**src/rtl/pipe_stage_buf.sv**
```systemverilog
// rtl/pipe_stage_buf.sv - pipeline stage register with 2-entry skid buffer, flush and stall counter
// Main register drives dn_*; the skid register absorbs one entry so up_ready can stay registered.
module pipe_stage_buf #(
  parameter int                 CTRL_W      = 9,
  parameter int                 DATA_W      = 96,
  parameter logic [CTRL_W-1:0]  BUBBLE_CTRL = '0,
  parameter logic [DATA_W-1:0]  BUBBLE_DATA = {DATA_W{1'b0}},
  parameter int                 CNT_W       = 16
) (
  input  logic              clk,
  input  logic              rst_n,
  input  logic              up_valid,
  output logic              up_ready,
  input  logic [CTRL_W-1:0] up_ctrl,
  input  logic [DATA_W-1:0] up_data,
  output logic              dn_valid,
  input  logic              dn_ready,
  output logic [CTRL_W-1:0] dn_ctrl,
  output logic [DATA_W-1:0] dn_data,
  input  logic              flush,
  input  logic              clr_stats,
  output logic [1:0]        occupancy,
  output logic [CNT_W-1:0]  stall_cnt
);

  typedef enum logic [1:0] {
    EMPTY = 2'd0,
    ONE   = 2'd1,
    FULL  = 2'd2
  } state_e;

  state_e              state_q, state_d;
  logic                up_ready_q, up_ready_d;
  logic                dn_valid_q, dn_valid_d;
  logic [CTRL_W-1:0]   main_ctrl_q, skid_ctrl_q;
  logic [DATA_W-1:0]   main_data_q, skid_data_q;
  logic [CNT_W-1:0]    stall_cnt_q, stall_cnt_d;

  logic up_fire, dn_fire;
  logic load_main_up, load_main_skid, load_skid_up;

  assign up_fire = up_valid & up_ready_q;
  assign dn_fire = dn_valid_q & dn_ready;

  always_ff @(posedge clk or negedge rst_n) begin
    if (!rst_n) begin
      state_q <= EMPTY;
    end else begin
      state_q <= state_d;
    end
  end

  always_comb begin
    state_d = state_q;
    if (flush) begin
      state_d = EMPTY;
    end else begin
      case (state_q)
        EMPTY: if (up_fire) state_d = ONE;
        ONE: begin
          if (dn_fire && !up_fire)      state_d = EMPTY;
          else if (up_fire && !dn_fire) state_d = FULL;
        end
        FULL: if (dn_fire) state_d = ONE;
        default: state_d = EMPTY;
      endcase
    end
  end

  // Datapath load strobes; flush overrides them in the register block.
  always_comb begin
    load_main_up   = 1'b0;
    load_main_skid = 1'b0;
    load_skid_up   = 1'b0;
    case (state_q)
      EMPTY: load_main_up = up_fire;
      ONE: begin
        load_main_up = up_fire & dn_fire;
        load_skid_up = up_fire & ~dn_fire;
      end
      FULL: load_main_skid = dn_fire;
      default: ;
    endcase
    up_ready_d = ~flush & (state_d != FULL);
    dn_valid_d = (state_d != EMPTY);
  end

  always_ff @(posedge clk or negedge rst_n) begin
    if (!rst_n) begin
      up_ready_q  <= 1'b0;
      dn_valid_q  <= 1'b0;
      main_ctrl_q <= BUBBLE_CTRL;
      main_data_q <= BUBBLE_DATA;
      skid_ctrl_q <= BUBBLE_CTRL;
      skid_data_q <= BUBBLE_DATA;
    end else begin
      up_ready_q <= up_ready_d;
      dn_valid_q <= dn_valid_d;
      if (flush) begin
        main_ctrl_q <= BUBBLE_CTRL;
        main_data_q <= BUBBLE_DATA;
        skid_ctrl_q <= BUBBLE_CTRL;
        skid_data_q <= BUBBLE_DATA;
      end else begin
        if (load_main_up) begin
          main_ctrl_q <= up_ctrl;
          main_data_q <= up_data;
        end else if (load_main_skid) begin
          main_ctrl_q <= skid_ctrl_q;
          main_data_q <= skid_data_q;
        end
        if (load_skid_up) begin
          skid_ctrl_q <= up_ctrl;
          skid_data_q <= up_data;
        end
      end
    end
  end

  // Saturating stall counter; clear beats a same-cycle increment.
  always_comb begin
    stall_cnt_d = stall_cnt_q;
    if (clr_stats) begin
      stall_cnt_d = '0;
    end else if (dn_valid_q && !dn_ready && !flush && !(&stall_cnt_q)) begin
      stall_cnt_d = stall_cnt_q + 1'b1;
    end
  end

  always_ff @(posedge clk or negedge rst_n) begin
    if (!rst_n) begin
      stall_cnt_q <= '0;
    end else begin
      stall_cnt_q <= stall_cnt_d;
    end
  end

  assign up_ready  = up_ready_q;
  assign dn_valid  = dn_valid_q;
  assign dn_ctrl   = dn_valid_q ? main_ctrl_q : BUBBLE_CTRL;
  assign dn_data   = main_data_q;
  assign occupancy = state_q;
  assign stall_cnt = stall_cnt_q;

endmodule

```
**config.mk**
```make
export PLATFORM = sky130hd
export DESIGN_NAME = pipe_stage_buf
export DESIGN_NICKNAME = d
export VERILOG_FILES = /design/src/rtl/pipe_stage_buf.sv
export SDC_FILE = /design/constraint.sdc
export NUM_CORES = 1
export LEC_CHECK = 0
export CAP_MARGIN = 20
export CORE_AREA = 5 5 123 184
export DETAILED_ROUTE_END_ITERATION = 6
export DIE_AREA = 0 0 128 189
export PLACE_DENSITY = 0.8
export SLEW_MARGIN = 20
export SYNTH_ARGS = -nofsm -noshare
export SYNTH_HDL_FRONTEND = slang
export SYNTH_SLANG_ARGS = --single-unit
```
**constraint.sdc**
```tcl
create_clock -name clk -period 2.74 [get_ports clk]
set_input_delay 0.548 -clock clk [delete_from_list [all_inputs] [get_ports clk]]
set_output_delay 0.548 -clock clk [all_outputs]
set_load 0.02 [all_outputs]
```
==> results of run 1 <==
[sequential cells by signal (all words and copies together) (netlist names)]
name and flops:
main_ctrl_q 9, occupancy 2, dn_data 96, dn_valid 1, stall_cnt 16, skid_data_q 96
skid_ctrl_q 9, up_ready 1
[worst max-delay path, cell delays in order, from the launching register on]
cell             delay (ns)
dfrtp_1                0.60
and2_1                 0.24
clkdlybuf4s50_1        0.62
[path summary, 6_finish.rpt]
kind | start | endpoint | depth (start not counted)
setup / recovery | dn_valid | dn_ctrl[5] | 2
hold / removal | rst_n | dn_data[87] | 1
setup reg to reg | stall_cnt[0] | stall_cnt[15] | 5
hold reg to reg | dn_data[92] | dn_data[92] | 1
max in group asynchronous | rst_n | skid_data_q[32] | 2
min in group clk | dn_data[92] | dn_data[92] | 1
[cell families after synthesis]
kind of cell	after synthesis	share of synthesized area, %
AND/OR/NAND/NOR	275	11.4
AO/OA/AOI/OAI	243	18.8
flip-flops	230	55.2
multiplexers	107	10.3
buffers and inverters	81	4.09
XOR/XNOR	2	0.168
adder cells (fa/ha/maj)	1	0.120
[layout make-up]
| class | instances | area (um2) | share of cell area (%) |
|---|---|---|---|
| inverters | 1 | 3.75 | 0.0272 |
| multi-input cells | 628 | 4280 | 31.0 |
| well taps | 268 | 335 | 2.43 |
| diodes | 2 | 5.00 | 0.0363 |
| flip-flops and latches | 230 | 5760 | 41.8 |
| repair buffers | 259 | 2690 | 19.5 |
| clock buffers | 29 | 628 | 4.56 |
| clock inverters | 9 | 90.1 | 0.654 |
[stage by stage]
stage	total power [mW]	area, um2	utilization (%)	std cells
after floorplan	4.03	10400	-	939
after global placement	4.48	13100	62.7	1386
after detailed placement	4.49	13100	62.7	1386
after CTS	7.54	13800	66.2	1424
after global routing	7.74	13800	66.2	1426
final	7.47	13800	66.2	1426
[synth_stat cells, drive strengths merged (2+ instances only)]
library cell  count
o2bb2ai         105
or3               7
or4               7
nor2b             4
nor3              3
nand2           218
nor2              7
o31ai             8
buf              43
a21oi           120
dfrtp           230
mux2i           105
mux2              2
o21ai             5
and2              9
nand3             7
nand4             3
clkbuf           37
and4              3
[per-layer routing]
metal  GRT usage, %  part of all wire, %
met5              0                    0
met4           8.50                  3.6
met3           4.37                  5.3
met2           38.5                   51
met1           30.1                   40
[power by group through the flow]
| stage | combinational (mW) | sequential [mW] | clock, mW |
|---|---|---|---|
| floorplan | 0.413 | 3.61 | 0 |
| global placement | 0.894 | 3.58 | 0 |
| detailed placement | 0.908 | 3.58 | 0 |
| CTS | 0.911 | 3.52 | 3.11 |
| global route | 0.970 | 3.53 | 3.25 |
| finish | 0.900 | 3.52 | 3.05 |
==> impl_table.tex, run 1 <==
\begin{tabular}{lr}
\hline
Metric & Value \\
\hline
\multicolumn{2}{l}{\textbf{Run status}} \\
\quad Result of the run & completed \\
\multicolumn{2}{l}{\textbf{Worst setup path}} \\
\quad Endpoint required time on the critical path & 2.19 ns \\
\quad Type of the worst setup path & reg -> out \\
\quad Worst Path Arrival & 1.97 ns \\
\quad Setup crit end kind & primary output \\
\quad Maximum fanout encountered on the critical timing path & 16 \\
\quad Slack of the worst reg-to-reg path & around 0.6 ns \\
\quad Kind of launch point of the worst setup path & register \\
\multicolumn{2}{l}{\textbf{Place}} \\
\quad Count of input and output buffers & 235 \\
\quad Half-perimeter wire length of the detailed placement result & 18,500 um \\
\quad Last weighted congestion value of the routability-driven placer & 0.781 \\
\quad Setup slack after placement & $\sim$0.17 ns \\
\multicolumn{2}{l}{\textbf{Floorplanning}} \\
\quad Initial core utilization & about half \\
\quad X dimension of the die & 128 um \\
\quad Io pins & 236 \\
\quad Die area & 0.0242 mm2 \\
\quad Die Ht & 189 um \\
\quad Standard cell core area & roughly 0.021 mm2 \\
\quad Cell Rows & 65 \\
\multicolumn{2}{l}{\textbf{Clocking}} \\
\quad H-tree depth & 1 \\
\quad Max Root-Sink Buffers & 3 \\
\quad Post-CTS setup buffer count & 0 \\
\quad Hold-fix buffer count after cts & 0 \\
\quad Clock latency of the later-clocked register in the worst-skew pair & 0.50 ns \\
\quad TritonCTS clock tree & done \\
\quad Post-cts gate resize count & 0 \\
\quad Clock root buffer master & clkbuf\_16 \\
\quad TritonCTS Buffers & 22 \\
\quad Sinks on Clock Net & 230 \\
\quad Clock-pin slew reported for the worst setup and hold paths after clock tree synthesis & 0.07 ns \\
\multicolumn{2}{l}{\textbf{GRT}} \\
\quad Number of antenna violations at the first check in global routing & 2 \\
\quad Gr usage total & 23.1\% \\
\quad Vias in the first global route & 8,487 \\
\quad First-pass GRT wire length & around 46,000 um \\
\quad Remaining global-route overflow & 0 \\
\quad Maximum number of pins on one net before global-route repair & 80 \\
\multicolumn{2}{l}{\textbf{Synth}} \\
\quad Number of synthesized flops with an enable pin & 0 \\
\quad Most area-consuming cells after synthesis & dfrtp\_1 (55\%), mux2i\_1 (10\%), nand2\_1 (7.8\%) \\
\quad Post-Synthesis Net Count & 1,051 \\
\quad Yosys top cell area share & 55.2\% \\
\quad Mapped cell area & 0.0104 mm2 \\
\quad Number of library cell types mapped by synthesis & 39 \\
\quad Avg Synthesized Cell Area & 11.1 um2 \\
\quad Share of async-settable or async-resettable flops after synthesis & 100\% \\
\quad Most frequently used flop master after synthesis & dfrtp\_1 \\
\quad Number of instances in the synthesized netlist & 939 \\
\quad Sequential fraction of the synthesis area & 55.2\% \\
\quad Largest area contributor in the netlist & dfrtp\_1 \\
\quad Yosys reg bits & 230 \\
\quad Syn. warnings & 0 \\
\multicolumn{2}{l}{\textbf{Routing}} \\
\quad Number of nets still failing antenna checks after routing & 0 \\
\quad Vias/cell & 5.64 \\
\quad Detailed-route wire length per cell & 19.7 um \\
\quad Routed vias & 8,039 \\
\quad Overall routed net length & between 20,000 and 30,000 um \\
\quad Number of optimization iterations in the first detailed-route pass & 6 \\
\quad Number of remaining DRC errors & 0 \\
\quad Starting DRT DRC Count & slightly below 600 \\
\multicolumn{2}{l}{\textbf{Power}} \\
\quad VDD IR-drop max & 509 uV \\
\quad Total power per unit cell area & 542 mW/mm2 \\
\quad Sequential share of power & 47.1\% \\
\quad Internal power contribution & 5.59 mW \\
\quad Leak pwr & 5.46 nW \\
\quad Switching portion of total power & 25.2\% \\
\quad Switch Pwr & 1.88 mW \\
\quad Clock group share of total power & 40.8\% \\
\quad Portion of total power attributed to combinational logic & 12.0\% \\
\multicolumn{2}{l}{\textbf{STA}} \\
\quad Fin. Hold Viols & 0 \\
\quad Shortest period the worst path allows & 2.52 ns \\
\quad Accumulated negative setup slack & 0 ns \\
\quad Max Transition Viols Final & 0 \\
\quad Actual slew at the worst max-slew pin & 0.836 ns \\
\quad Final worst setup slack & $\sim$0.22 ns \\
\quad Final cycle utilization of the critical path & 92.0\% \\
\quad Final count of negative-setup-slack endpoints & 0 \\
\quad Post-route worst hold slack & 0.0220 ns \\
\quad Worst slew slack as a fraction of its limit & between 40\% and 50\% \\
\quad Achievable Freq & 0.397 GHz \\
\quad Worst clock skew & about 0.019 ns \\
\quad Unrepaired setup endpoints after global routing & no \\
\multicolumn{2}{l}{\textbf{Finish}} \\
\quad Commonest cells after routing, fill and taps aside & clkdlybuf4s50\_1 (233), dfrtp\_1 (230), nand2\_1 (218), a21oi\_1 (120), mux2i\_1 (105) \\
\quad Share of final-layout standard cells stronger than drive strength 1 & 10.5\% \\
\quad Layout-stage area growth over the synthesis result & 32.1\% \\
\quad Post-layout nets & $\sim$1,300 \\
\quad Commonest non-fill, non-tap cell in the layout & clkdlybuf4s50\_1 \\
\quad Fill cell total of the finished layout & 1,637 \\
\multicolumn{2}{l}{\textbf{Min path}} \\
\quad Hold/Removal Path Class & in -> async \\
\multicolumn{2}{l}{\textbf{Run}} \\
\quad Max-Cap Viols & 0 \\
\hline
\end{tabular}
(Power assumes the default switching activity.)
==> run 2, diff against run 1 <==
CTS_CLUSTER_DIAMETER = 150   (was unset)
==> results of run 2 <==
Final layout, timing and power as in run 1 (identical DEF).
==> run 3, diff against run 2 <==
ABC_CLOCK_PERIOD_IN_PS = 2740   (was unset)
==> results of run 3 <==
Final layout, timing and power as in run 1 (identical DEF).
